===== src/rtl/gray_conv_pipe_if.sv =====
// Streaming valid/ready bundle for gray_conv_pipe: input word side and converted-word side.
// A word moves across a side on a rising clk edge where valid and ready are both 1; a source holds its word until then.
interface gray_conv_pipe_if #(
    parameter int WIDTH = 4
);
    logic             in_valid;
    logic             in_ready;
    logic             in_mode;
    logic [WIDTH-1:0] in_data;
    logic             out_valid;
    logic             out_ready;
    logic             out_mode;
    logic [WIDTH-1:0] out_data;
    logic             out_seq_err;

    modport master (
        output in_valid, in_mode, in_data, out_ready,
        input  in_ready, out_valid, out_mode, out_data, out_seq_err
    );

    modport slave (
        input  in_valid, in_mode, in_data, out_ready,
        output in_ready, out_valid, out_mode, out_data, out_seq_err
    );
endinterface


===== src/rtl/gray_conv_pipe.sv =====
// Elastic STAGES-deep Gray<->binary converter; Gray-to-binary prefix XOR is spread MSB-first over the stages.
// Define GRAY_CONV_SEQCHK_EN to flag Gray words whose Hamming distance from the previous Gray word is not 1.
module gray_conv_pipe #(
    parameter int WIDTH  = 4,
    parameter int STAGES = 2
) (
    input logic             clk,
    input logic             rst_n,
    gray_conv_pipe_if.slave bus
);
    localparam int CHUNK = (WIDTH + STAGES - 1) / STAGES;

    if (WIDTH < 2 || WIDTH > 64 || STAGES < 1 || STAGES > WIDTH) begin : g_bad_param
        $error("gray_conv_pipe: WIDTH must be 2..64 and STAGES 1..WIDTH");
    end

    logic [STAGES-1:0] valid_q, valid_d;
    logic [STAGES-1:0] mode_q,  mode_d;
    logic [STAGES-1:0] err_q,   err_d;
    logic [STAGES-1:0] load;
    logic [WIDTH-1:0]  res_q  [STAGES];
    logic [WIDTH-1:0]  res_d  [STAGES];
    logic [WIDTH-1:0]  code_q [STAGES];
    logic [WIDTH-1:0]  code_d [STAGES];
    logic [STAGES:0]   slot_rdy;

    // Source of each slot: index 0 is the input port, index k+1 is slot k.
    logic [STAGES:0]   src_valid;
    logic [STAGES:0]   src_mode;
    logic [STAGES:0]   src_err;
    logic [WIDTH-1:0]  src_res  [STAGES+1];
    logic [WIDTH-1:0]  src_code [STAGES+1];
    logic              in_err;

    // Resolves this stage's slice of binary bits; bits above the slice are already final in part.
    function automatic logic [WIDTH-1:0] g2b_chunk(input logic [WIDTH-1:0] part,
                                                   input logic [WIDTH-1:0] gray,
                                                   input int               stage);
        int               hi;
        int               lo;
        logic [WIDTH-1:0] r;
        logic             c;
        hi = WIDTH - 1 - stage * CHUNK;
        lo = (stage == STAGES - 1) ? 0 : WIDTH - (stage + 1) * CHUNK;
        if (lo < 0) lo = 0;
        r = part;
        c = 1'b0;
        for (int i = WIDTH - 1; i >= 0; i--) begin
            if (i <= hi && i >= lo) r[i] = c ^ gray[i];
            c = r[i];
        end
        return r;
    endfunction

`ifdef GRAY_CONV_SEQCHK_EN
    logic [WIDTH-1:0] last_gray_q;
    logic             have_last_q;
    logic             gray_acc;

    assign gray_acc = bus.in_valid && slot_rdy[0] && !bus.in_mode;
    assign in_err   = have_last_q && ($countones(bus.in_data ^ last_gray_q) != 1);

    always_ff @(posedge clk or negedge rst_n) begin
        if (!rst_n) begin
            last_gray_q <= '0;
            have_last_q <= 1'b0;
        end else if (gray_acc) begin
            last_gray_q <= bus.in_data;
            have_last_q <= 1'b1;
        end
    end
`else
    assign in_err = 1'b0;
`endif

    assign src_valid[0] = bus.in_valid;
    assign src_mode[0]  = bus.in_mode;
    assign src_err[0]   = in_err & ~bus.in_mode;
    assign src_res[0]   = '0;
    assign src_code[0]  = bus.in_data;
    assign slot_rdy[STAGES] = bus.out_ready;

    // A slot can take a word if it is empty or every slot after it up to the output can move.
    for (genvar k = 0; k < STAGES; k++) begin : g_chain
        assign src_valid[k+1] = valid_q[k];
        assign src_mode[k+1]  = mode_q[k];
        assign src_err[k+1]   = err_q[k];
        assign src_res[k+1]   = res_q[k];
        assign src_code[k+1]  = code_q[k];
        assign slot_rdy[k]    = bus.out_ready | ~(&valid_q[STAGES-1:k]);
    end

    always_comb begin
        valid_d = valid_q;
        mode_d  = mode_q;
        err_d   = err_q;
        load    = '0;
        res_d   = res_q;
        code_d  = code_q;
        for (int k = 0; k < STAGES; k++) begin
            if (slot_rdy[k]) valid_d[k] = src_valid[k];
            load[k] = slot_rdy[k] & src_valid[k];
            if (load[k]) begin
                mode_d[k] = src_mode[k];
                err_d[k]  = src_err[k];
                code_d[k] = src_code[k];
                if (src_mode[k]) begin
                    res_d[k] = (k == 0) ? (src_code[k] ^ (src_code[k] >> 1)) : src_res[k];
                end else begin
                    res_d[k] = g2b_chunk(src_res[k], src_code[k], k);
                end
            end
        end
    end

    always_ff @(posedge clk or negedge rst_n) begin
        if (!rst_n) begin
            valid_q <= '0;
            mode_q  <= '0;
            err_q   <= '0;
            for (int k = 0; k < STAGES; k++) begin
                res_q[k]  <= '0;
                code_q[k] <= '0;
            end
        end else begin
            valid_q <= valid_d;
            mode_q  <= mode_d;
            err_q   <= err_d;
            res_q   <= res_d;
            code_q  <= code_d;
        end
    end

    assign bus.in_ready    = slot_rdy[0];
    assign bus.out_valid   = valid_q[STAGES-1];
    assign bus.out_mode    = mode_q[STAGES-1];
    assign bus.out_data    = res_q[STAGES-1];
    assign bus.out_seq_err = err_q[STAGES-1];
endmodule

===== src/flat_wrapper.sv =====
// flat-port wrapper written by rule: the top's interface ports become plain ports
module gray_conv_pipe_flat 
#(
    parameter int WIDTH  = 4,
    parameter int STAGES = 2
)
  (clk, rst_n, bus_in_valid, bus_in_mode, bus_in_data, bus_out_ready, bus_in_ready, bus_out_valid, bus_out_mode, bus_out_data, bus_out_seq_err);
  gray_conv_pipe_if #(.WIDTH(WIDTH)) bus_i ();
  input logic clk;
  input logic rst_n;
  input wire logic [$bits(bus_i.in_valid)-1:0] bus_in_valid;
  input wire logic [$bits(bus_i.in_mode)-1:0] bus_in_mode;
  input wire logic [$bits(bus_i.in_data)-1:0] bus_in_data;
  input wire logic [$bits(bus_i.out_ready)-1:0] bus_out_ready;
  output wire logic [$bits(bus_i.in_ready)-1:0] bus_in_ready;
  output wire logic [$bits(bus_i.out_valid)-1:0] bus_out_valid;
  output wire logic [$bits(bus_i.out_mode)-1:0] bus_out_mode;
  output wire logic [$bits(bus_i.out_data)-1:0] bus_out_data;
  output wire logic [$bits(bus_i.out_seq_err)-1:0] bus_out_seq_err;
  assign bus_i.in_valid = bus_in_valid;
  assign bus_i.in_mode = bus_in_mode;
  assign bus_i.in_data = bus_in_data;
  assign bus_i.out_ready = bus_out_ready;
  assign bus_in_ready = bus_i.in_ready;
  assign bus_out_valid = bus_i.out_valid;
  assign bus_out_mode = bus_i.out_mode;
  assign bus_out_data = bus_i.out_data;
  assign bus_out_seq_err = bus_i.out_seq_err;
  gray_conv_pipe #(.WIDTH(WIDTH), .STAGES(STAGES)) u_core (.clk(clk), .rst_n(rst_n), .bus(bus_i));
endmodule

===== config.mk =====
export PLATFORM = sky130hd
export DESIGN_NAME = gray_conv_pipe_flat
export DESIGN_NICKNAME = d
export VERILOG_FILES = /design/src/rtl/gray_conv_pipe_if.sv /design/src/rtl/gray_conv_pipe.sv /design/src/flat_wrapper.sv
export SDC_FILE = /design/constraint.sdc
export NUM_CORES = 1
export LEC_CHECK = 0
export BUFFER_PORTS_ARGS = -buffer_cell sky130_fd_sc_hd__buf_2
export CAP_MARGIN = 20
export CORE_MARGIN = 4
export CORE_UTILIZATION = 45
export CTS_CLUSTER_SIZE = 20
export DETAILED_ROUTE_END_ITERATION = 12
export PLACE_DENSITY = 0.66
export SLEW_MARGIN = 20
export SYNTH_ARGS = -nofsm -noshare
export SYNTH_HDL_FRONTEND = slang
export SYNTH_SLANG_ARGS = --single-unit
export TNS_END_PERCENT = 1

===== constraint.sdc =====
create_clock -name clk -period 1.35 [get_ports clk]
set_clock_uncertainty 0.1 [all_clocks]
set_input_delay 0.0675 -clock clk [delete_from_list [all_inputs] [get_ports clk]]
set_output_delay 0.0675 -clock clk [all_outputs]
set_load 0.05 [all_outputs]

==> results by group <==
Outcome
  • Status: finished clean

Finish
  • Area Growth Syn to Fin: 30.0%
  • Cell area after layout: 851 µm²
  • Final core occ: 0.638
  • Fin cells: 85
  • # nets final: 80
  • Fill count: 107
  • Layout cell share with drive strength beyond 1: 0.486
  • Antenna cells: 0

Logic synthesis
  • Mapped Avg Cell Area: 13.4 µm²
  • Netlist cell types: 17
  • Mapped Cells: 49
  • Proportion of netlist area held by the largest area contributor: 0.535
  • Synth Cell Area: 654 µm²
  • Post-synth net total: 58
  • Ys Warns: 0
  • Most area-hungry cell type in the Yosys netlist: dfrtp_1
  • Top cells by area, synth: dfrtp_1, mux2_2, buf_4
  • FF+latch count, synth: 14
  • Sequential area share after synthesis: 0.535

Critical path
  • Largest stage delay on the critical path: 0.42 ns
  • Buffers and inverters on the worst path: 0
  • CP cell instances: xor3_1 > mux2i_1 > a31oi_1
  • Worst EP required: 1.41 ns
  • CP max FO: 3
  • Startpoint Class: flip-flop
  • Critical-path top delay cell: xor3_1
  • Worst path top cell family by delay: XOR/XNOR gates
  • Worst setup EP type: flip-flop
  • WP data arrival: 1.34 ns
  • WS Path Type: reg -> reg

Timing
  • Fin crit period: 1.28 ns
  • Fin. max-slew vios: 0
  • Hold Fails Final Rpt: 0
  • Max frequency: 780 MHz
  • Final period utilization: 0.950
  • Setup TNS: 0 ns
  • Setup violators final: 0
  • RSZ-0062 raised after global routing: no

Routing
  • Routed WL: 1.02 mm
  • Drt via density: 4.92
  • DRC viols: 0
  • Detailed Routing Iterations Pass 1: 1
  • Vias: 418
  • Initial DRC count: 0
  • Antenna viol nets, final: 0
  • Drt wl/cell: 12.0 µm

Floorplan
  • Core box area: 1330 µm²
  • Die Y: 46.1 µm
  • Ports: 17
  • FP Rows: 13
  • Die Wd: 46.1 µm
  • Initial Util: 0.491
  • Die area: 2130 µm²

Worst hold path
  • HP Class: in -> reg

Power
  • Cell leakage power: 0.421 nW
  • Peak supply drop: 0.822 mV
  • Flop pwr share: 0.422
  • Psw: 0.000472 W
  • Net Sw Frac: 0.356
  • Final Power: 0.00133 W
  • Gate power share: 0.356
  • P_int: 0.000853 W
  • Pwr Density: 1560 nW/µm²
  • Clock Power Share: 0.222

Global route
  • All-Layer GR Usage: 0.115
  • Total gr overflow: 0
  • Largest net degree at the start of global routing: 15
  • Vias in the first global route: 403
  • Initial antenna violation count: 0
  • First-pass GRT wire length: 1.73 mm

Clock tree
  • Clock Latency Late Sink: 0.28 ns
  • Post-CTS Setup Inserts: 0
  • Clock transition at the registers of the reported paths: 0.08 ns
  • Clk sinks: 14
  • H-tree depth: 1
  • CTS tree: built
  • Clock buffer depth: 2
  • CTS Root Cell: clkbuf_4
  • Num CTS Buffers: 3

Place
  • GP Congestion: 0.663
  • Post-Place Cell Area: 752 µm²
  • PortBufs: 15
  • Post-DP HPWL: 815 µm
  • Dpl cells: 75

Run
  • Max-cap viol count: 0
through the flow:
stage	hold slack [ns]	setup slack, ns
floorplan	-0.328	-0.150
global placement	-0.125	0.0817
detailed placement	-0.128	0.0615
CTS	0.0214	0.0417
global route	0.0360	0.0115
finish	0.0320	0.0677
path summary, 6_finish.rpt:
| kind | from | depth (start not counted) | to | slack, ns |
|---|---|---|---|---|
| setup / recovery | u_core.code_q[5] | 3 | u_core.bus.out_data[0] | 0.07 |
| hold / removal | bus_out_ready | 3 | u_core.valid_q[0] | 0.03 |
| setup reg to reg | u_core.code_q[5] | 3 | u_core.bus.out_data[0] | 0.07 |
| hold reg to reg | u_core.bus.out_data[1] | 1 | u_core.bus.out_data[1] | 0.40 |
| max in group asynchronous | rst_n | 2 | u_core.valid_q[1] | 0.80 |
| min in group asynchronous | rst_n | 2 | u_core.mode_q[1] | 0.10 |
power by group through the flow:
stage / Clock, W / Sequential (W) / Combinational (W)
floorplan: 0 / 0.000593 / 0.000388
global placement: 0 / 0.000567 / 0.000459
detailed placement: 0 / 0.000570 / 0.000463
CTS: 0.000303 / 0.000561 / 0.000476
global route: 0.000318 / 0.000570 / 0.000500
finish: 0.000295 / 0.000559 / 0.000472
synth_stat cells:
cell type and n:
mux2i_1 1, buf_4 5, nand2b_1 3, nand3b_2 1, a21bo_2 2, nand4_1 2
xnor2_1 1, dfrtp_1 14, xor3_1 1, conb_1 1, o21ai_0 1, nand2_2 1
mux2_2 9, a21oi_1 1, a31oi_1 1, xor2_1 3, nand2_1 2
state kept, by name, indices dropped and copies added (netlist names):
| register | flops |
|---|---|
| u_core.bus.out_data | 4 |
| u_core.code_q | 2 |
| u_core.mode_q | 2 |
| u_core.res_q | 4 |
| u_core.valid_q | 2 |
layout by cell type (no fill, tap or decap), drive strengths merged:
| cell | n |
|---|---|
| xnor2 | 1 |
| dfrtp | 14 |
| dlygate4sd3 | 6 |
| a21bo | 2 |
| xor3 | 1 |
| nand3b | 1 |
| nand2 | 3 |
| xor2 | 3 |
| o21ai | 1 |
| conb | 1 |
| mux2 | 9 |
| nand4 | 2 |
| mux2i | 1 |
| nand2b | 3 |
| clkbuf | 5 |
| a31oi | 1 |
| a21oi | 1 |
| buf | 15 |
area by class of cell:
class	count	area [µm²]	area share
sequential	14	352	0.413
timing repair buffer	22	145	0.171
clock buffer	4	36.3	0.0426
multi-input combinational	30	299	0.351
tap	15	18.8	0.0221
routing by layer:
layer,part of all wire,global-route usage,wire length [µm],vias to the layer above
met3,0.090,0.0234,91,2
met5,0,0,0,-
met4,0.020,0.0511,20,0
li1,-,-,-,208
met2,0.40,0.170,410,17
met1,0.49,0.160,493,191
timing repair:
item	CTS	global route
gates resized for setup	0	1
setup endpoints to repair	0	1
hold buffers	6	0
endpoints found under the hold margin	19	0
tightest hold or removal path: cells and delay by family:
family,cells,cell delay (ns)
buffers and inverters,1,0.09
and+or+nand+nor,2,0.21
cells by family (layout without fill, tap and decap cells):
kind of cell / after synthesis / in the layout / synth area share
DFF: 14 / 14 / 0.535
buffers and inverters: 5 / 26 / 0.0574
and+or+nand+nor: 9 / 9 / 0.0861
xor gates and xnor gates: 5 / 5 / 0.0899
other: 1 / 1 / 0.00573
muxes: 10 / 10 / 0.170
AOI/OAI and AO/OA: 5 / 5 / 0.0554
(Power assumes the default switching activity.)
